<file path="config.mk">
export PLATFORM = sky130hd
export DESIGN_NAME = fir_host_ctrl
export DESIGN_NICKNAME = d
export VERILOG_FILES = /design/src/rtl/fir_host_ctrl.sv
export SDC_FILE = /design/constraint.sdc
export NUM_CORES = 1
export LEC_CHECK = 0
export ABC_AREA = 0
export CORE_MARGIN = 3
export CORE_UTILIZATION = 40
export DETAILED_ROUTE_END_ITERATION = 10
export PLACE_DENSITY = 0.75
export SYNTH_ARGS = -nofsm -noshare
export SYNTH_HDL_FRONTEND = slang
export SYNTH_SLANG_ARGS = --single-unit
</file>
<file path="constraint.sdc">
create_clock -name clk -period 4.3 [get_ports clk]
set_input_delay 0.645 -clock clk [delete_from_list [all_inputs] [get_ports clk]]
set_output_delay 0.645 -clock clk [all_outputs]
set_load 0.1 [all_outputs]
</file>
<file path="src/rtl/fir_host_ctrl.sv">
// fir_host_ctrl
//   Initiator for the FIR filter's addr/x/operation/y/done port. One frame of
//   SIGNAL_LENGTH samples is taken from an input valid/ready stream and written
//   into the filter (op 01). The filter is then run (op 10) until it reports
//   done. Finally every result is read back (op 11) and presented on an output
//   valid/ready stream.
//
//   Optional feature macro: FIR_CTRL_TIMEOUT_EN
//     defined   : COMPUTE is bounded by TIMEOUT_CYCLES. On expiry err is set,
//                 the filter is pulsed into reset and the frame is dropped.
//     undefined : COMPUTE waits for f_done indefinitely and err is constant 0.
//
// Ports
//   clk, reset        clock (rising edge) and asynchronous active-high reset
//   start             pulse in IDLE begins a frame, ignored while busy
//   busy              high in every state except IDLE
//   in_valid/in_ready/in_data     upstream sample stream (in_ready only in LOAD)
//   out_valid/out_ready/out_data  downstream result stream
//   f_reset           filter synchronous reset
//   f_addr, f_x       filter sample/result index and write data (zero-extended)
//   f_operation       00 idle, 01 write, 10 compute, 11 read
//   f_y, f_done       filter read data (1 cycle after op 11) and compute-done level
//   err               sticky timeout flag, cleared by start
//
// Every output comes straight from a flop. The next-state logic computes the
// outputs for the state being entered, so each state's filter operation is on
// the bus during the cycle spent in that state. The only exception is a LOAD
// write: it is driven in the cycle after its input handshake, because it
// carries that handshake's data.

module fir_host_ctrl #(
  parameter int SIGNAL_LENGTH  = 1000,
  parameter int DATA_W         = 32,
  parameter int TIMEOUT_CYCLES = 500000
) (
  input  logic              clk,
  input  logic              reset,
  input  logic              start,
  output logic              busy,
  input  logic              in_valid,
  input  logic [DATA_W-1:0] in_data,
  output logic              in_ready,
  output logic              out_valid,
  output logic [DATA_W-1:0] out_data,
  input  logic              out_ready,
  output logic              f_reset,
  output logic [31:0]       f_addr,
  output logic [31:0]       f_x,
  output logic [1:0]        f_operation,
  input  logic [31:0]       f_y,
  input  logic              f_done,
  output logic              err
);

  localparam int KW = $clog2(SIGNAL_LENGTH) + 1;
  localparam logic [KW-1:0] K_LAST = KW'(SIGNAL_LENGTH - 1);

  localparam logic [1:0] OP_IDLE    = 2'b00;
  localparam logic [1:0] OP_WRITE   = 2'b01;
  localparam logic [1:0] OP_COMPUTE = 2'b10;
  localparam logic [1:0] OP_READ    = 2'b11;

  typedef enum logic [2:0] {
    S_IDLE,
    S_CLEAR,
    S_LOAD,
    S_COMPUTE,
    S_READ_ISSUE,
    S_READ_WAIT
  } state_t;

  state_t            state, state_next;
  logic [KW-1:0]     k, k_next;
  logic [KW-1:0]     k_inc;
  logic              busy_next;
  logic              in_ready_next;
  logic              out_valid_next;
  logic [DATA_W-1:0] out_data_next;
  logic              f_reset_next;
  logic [31:0]       f_addr_next;
  logic [31:0]       f_x_next;
  logic [1:0]        f_operation_next;
  logic              err_flag, err_flag_next;

`ifdef FIR_CTRL_TIMEOUT_EN
  localparam int TW = $clog2(TIMEOUT_CYCLES + 1);
  localparam logic [TW-1:0] T_LAST = TW'(TIMEOUT_CYCLES - 1);
  logic [TW-1:0] tcnt, tcnt_next;
`endif

  assign k_inc = k + 1'b1;

  // State and output registers
  always_ff @(posedge clk or posedge reset) begin
    if (reset) begin
      state       <= S_IDLE;
      k           <= '0;
      busy        <= 1'b0;
      in_ready    <= 1'b0;
      out_valid   <= 1'b0;
      out_data    <= '0;
      f_reset     <= 1'b1;
      f_addr      <= '0;
      f_x         <= '0;
      f_operation <= OP_IDLE;
      err_flag    <= 1'b0;
`ifdef FIR_CTRL_TIMEOUT_EN
      tcnt        <= '0;
`endif
    end else begin
      state       <= state_next;
      k           <= k_next;
      busy        <= busy_next;
      in_ready    <= in_ready_next;
      out_valid   <= out_valid_next;
      out_data    <= out_data_next;
      f_reset     <= f_reset_next;
      f_addr      <= f_addr_next;
      f_x         <= f_x_next;
      f_operation <= f_operation_next;
      err_flag    <= err_flag_next;
`ifdef FIR_CTRL_TIMEOUT_EN
      tcnt        <= tcnt_next;
`endif
    end
  end

  // Next-state and next-output logic
  always_comb begin
    state_next       = state;
    k_next           = k;
    out_valid_next   = out_valid;
    out_data_next    = out_data;
    f_addr_next      = f_addr;
    f_x_next         = f_x;
    f_operation_next = OP_IDLE;
    f_reset_next     = 1'b0;
    err_flag_next    = err_flag;
`ifdef FIR_CTRL_TIMEOUT_EN
    // Counts the cycles spent in COMPUTE. It restarts at zero on every entry.
    tcnt_next        = (state == S_COMPUTE) ? tcnt + 1'b1 : '0;
`endif

    case (state)
      S_IDLE: begin
        if (start) begin
          state_next    = S_CLEAR;
          k_next        = '0;
          err_flag_next = 1'b0;
        end
      end

      S_CLEAR: begin
        state_next = S_LOAD;
      end

      S_LOAD: begin
        if (in_valid && in_ready) begin
          f_operation_next = OP_WRITE;
          f_addr_next      = 32'(k);
          f_x_next         = 32'(in_data);
          if (k == K_LAST) begin
            k_next     = '0;
            state_next = S_COMPUTE;
          end else begin
            k_next = k_inc;
          end
        end
      end

      S_COMPUTE: begin
        if (f_done) begin
          // The filter stops advancing as soon as op leaves 10. The first
          // read goes out right away.
          state_next       = S_READ_ISSUE;
          f_operation_next = OP_READ;
          f_addr_next      = 32'(k);
        end else begin
          f_operation_next = OP_COMPUTE;
`ifdef FIR_CTRL_TIMEOUT_EN
          if (tcnt == T_LAST) begin
            // Abandon the frame. The filter gets a one-cycle reset and no
            // results are produced.
            state_next       = S_IDLE;
            f_operation_next = OP_IDLE;
            f_reset_next     = 1'b1;
            err_flag_next    = 1'b1;
          end
`endif
        end
      end

      S_READ_ISSUE: begin
        // op 11 is on the bus during this cycle. f_y is valid in READ_WAIT.
        state_next = S_READ_WAIT;
      end

      S_READ_WAIT: begin
        if (!out_valid) begin
          out_data_next  = f_y[DATA_W-1:0];
          out_valid_next = 1'b1;
        end else if (out_ready) begin
          out_valid_next = 1'b0;
          if (k == K_LAST) begin
            state_next = S_IDLE;
          end else begin
            k_next           = k_inc;
            state_next       = S_READ_ISSUE;
            f_operation_next = OP_READ;
            f_addr_next      = 32'(k_inc);
          end
        end
      end

      default: begin
        state_next = S_IDLE;
      end
    endcase

    if (state_next == S_CLEAR) begin
      f_reset_next = 1'b1;
    end
  end

  assign busy_next     = (state_next != S_IDLE);
  assign in_ready_next = (state_next == S_LOAD);

`ifdef FIR_CTRL_TIMEOUT_EN
  assign err = err_flag;
`else
  // No timeout hardware. The flag register never sets, and this expression
  // is 0 for every legal (positive) TIMEOUT_CYCLES.
  assign err = err_flag | (TIMEOUT_CYCLES < 0);
`endif

endmodule
</file>
==> results.py <==
metrics = {
    "cts": {
        "post_cts_resized": 0,
        "clk_transition_reported_paths_ns": 0.10,
        "cts.htree.levels": 3,
        "clockRootBuffer": "clkbuf_8",
        "cts_max_path_buffers": 2,
        "tritoncts": "done",
        "cts_buffers": 9,
        "cts_setup_buffers": 0,
        "postCtsHoldBufs": 0,
        "cts.sinks": 95,
        "clock_insertion_delay_worst_skew_ns": 0.35,
    },
    "layout": {
        "nets": 549,
        "final_cell_mix": "clkdlybuf4s50_1, dfrtp_1, mux2_2",
        "fillers": 896,
        "instances_no_fill": 618,
        "final_layout_size_suffix_gt1_frac": 0.232,
        "multi_input_area_um2": 1710,
        "areaGrowthSynthToFinish_pct": 38.6,
        "n_antenna_cell": 0,
        "regArea_um2": 2380,
        "final_common_cell": "clkdlybuf4s50_1",
    },
    "sta": {
        "slew_violations": 0,
        "rsz0062_at_grt": "false",
        "setup_viol": 0,
        "fmax_mhz": 376,
        "min_period_over_period": 0.619,
        "fin_worst_skew_ns": 0.0149,
        "hold_viol_final": 0,
        "relSlewSlack": 0.315,
        "tightest_slew_ns": 1.02,
        "worst_hold_slack_ns": 0.511,
        "tns_ns": 0,
        "period_minus_slack_ns": 2.66,
        "setup_ws_ns": 1.64,
    },
    "setup_path": {
        "critPathLaunchType": "flip-flop",
        "crit_family": "buffers and inverters",
        "cp-end-kind": "primary output",
        "r2r_start": "k[0]",
        "cp_cell_sequence": "clkdlybuf4s50_1",
        "slowest_stage": "clkdlybuf4s50_1",
        "slowest_delay_ns": 1.14,
        "cp.arrival_ns": 2.02,
        "critPathKind": "reg2out",
        "critPathBufInv": 1,
        "crit_fanout": 1,
        "crit_start": "f_reset",
        "crit_required_ns": 3.65,
    },
    "synth": {
        "synth_xor_area_frac": 0.0181,
        "ys_types": 55,
        "yosys-top-cells-area": "dfrtp_1, mux2_2, buf_4",
        "synth.avg_cell_area_um2": 13.2,
        "yosys.area_share.simple": 0.0849,
        "synthArstFlopShare": 1.00,
        "synth_area_um2": 4350,
        "synth-compound-area-share": 0.0699,
        "yosysTopAreaCell": "dfrtp_1",
        "synth-main-ff-cell": "dfrtp_1",
        "ys_seq_elements": 95,
        "ys_seq_area_frac": 0.547,
        "syn_inst": 330,
        "ys_warn_count": 0,
        "synthAdderAreaFrac": 0.00576,
        "synth-edff-count": 0,
        "synth_mux_area_frac": 0.194,
        "synth_top_family_by_area": "multiplexers",
        "synth_top_area_frac": 0.541,
    },
    "global_route": {
        "grt_overflow_total": 0,
        "grt_max_degree": 45,
        "grt_pass1_wl_mm": 15.1,
        "antenna_found_initial": 0,
        "track_usage": 0.159,
        "first_global_vias": 3040,
    },
    "drt": {
        "ant_nets": 0,
        "drtIter0Drc": 197,
        "dr.pass1.iters": 4,
        "num_vias": 3047,
        "drc": 0,
        "wl_mm": 9.91,
        "viasPerCell": 4.93,
        "post_drt_wl_per_cell_um": 16.0,
    },
    "worst_hold_path": {
        "holdCritStartpoint": "f_x[5]",
        "hold_path_class": "reg2reg",
    },
    "place": {
        "hpwl_mm": 7.40,
        "post-place-cells": 602,
        "port-buffer-count": 150,
        "routabilityCongestion": 0.858,
        "pre_cts_slack_ns": 1.62,
    },
    "floorplan": {
        "io_pins": 173,
        "die_w_um": 110,
        "die-area_um2": 12200,
        "initial_core_util": 0.415,
        "core_um2": 10500,
        "rows": 37,
        "die_h_um": 110,
    },
    "flow_run": {
        "cap_violations": 0,
    },
    "status": {
        "status": "completed",
    },
}
per-stage QoR:
step / area [um2] / utilization
finish: 6020 / 0.576
CTS: 6020 / 0.576
global route: 6020 / 0.576
global placement: 5820 / 0.556
floorplan: 4430 / -
detailed placement: 5820 / 0.556
path summary, 6_finish.rpt:
path | end | slack [ns] | cells past startpoint
setup / recovery | f_reset | 1.64 | 1
hold / removal | f_x[5] | 0.51 | 1
setup reg to reg | f_addr[2] | 1.75 | 6
hold reg to reg | f_x[5] | 0.51 | 1
max in group asynchronous | f_reset | 2.74 | 3
min in group asynchronous | out_data[17] | 0.71 | 2
state kept, by name, indices dropped and copies added (netlist names):
signal	count
f_x	32
f_operation	2
busy	1
out_valid	1
k	11
state	3
f_addr	11
in_ready	1
f_reset	1
out_data	32
synth_stat cells, types with 2 or more instances:
master,n
nor2_1,16
a21boi_0,3
a22o_1,3
o22ai_1,4
clkbuf_8,3
a21oi_1,3
xor2_1,8
buf_2,6
clkbuf_1,2
dfrtp_1,94
o21ai_0,7
or2_2,3
nor3_1,3
mux2_2,74
nand3_1,4
ha_1,2
nand2b_1,3
o31ai_1,6
inv_1,7
nor2b_1,2
o21ai_1,2
nand2_1,15
buf_4,26
a2bb2oi_1,2
nor3_2,2
area by class of cell:
cell class | instances | area share
inverter | 7 | 0.00457
clock inverter | 6 | 0.0127
tap | 136 | 0.0283
multi-input combinational | 210 | 0.284
sequential | 95 | 0.395
timing repair buffer | 154 | 0.254
clock buffer | 10 | 0.0212
logic make-up (layout without fill, tap and decap cells):
group | after synthesis | in the layout
DFF | 95 | 95
muxes | 75 | 75
and+or+nand+nor | 63 | 63
buffers and inverters | 46 | 177
AOI/OAI and AO/OA | 39 | 39
xor gates and xnor gates | 9 | 9
adders and majority gates | 2 | 2
other | 1 | 22
layer usage:
layer  global-route usage  up-vias  share of wire
li1                     -     1402              -
met1                0.201     1486           0.39
met2                0.269      151           0.48
met3               0.0495        8           0.12
met4               0.0334        0         0.0069
met5                    0        -              0
Power is not shown: default switching activity piles up to over one toggle a cycle in this logic, so the estimate is an artifact.
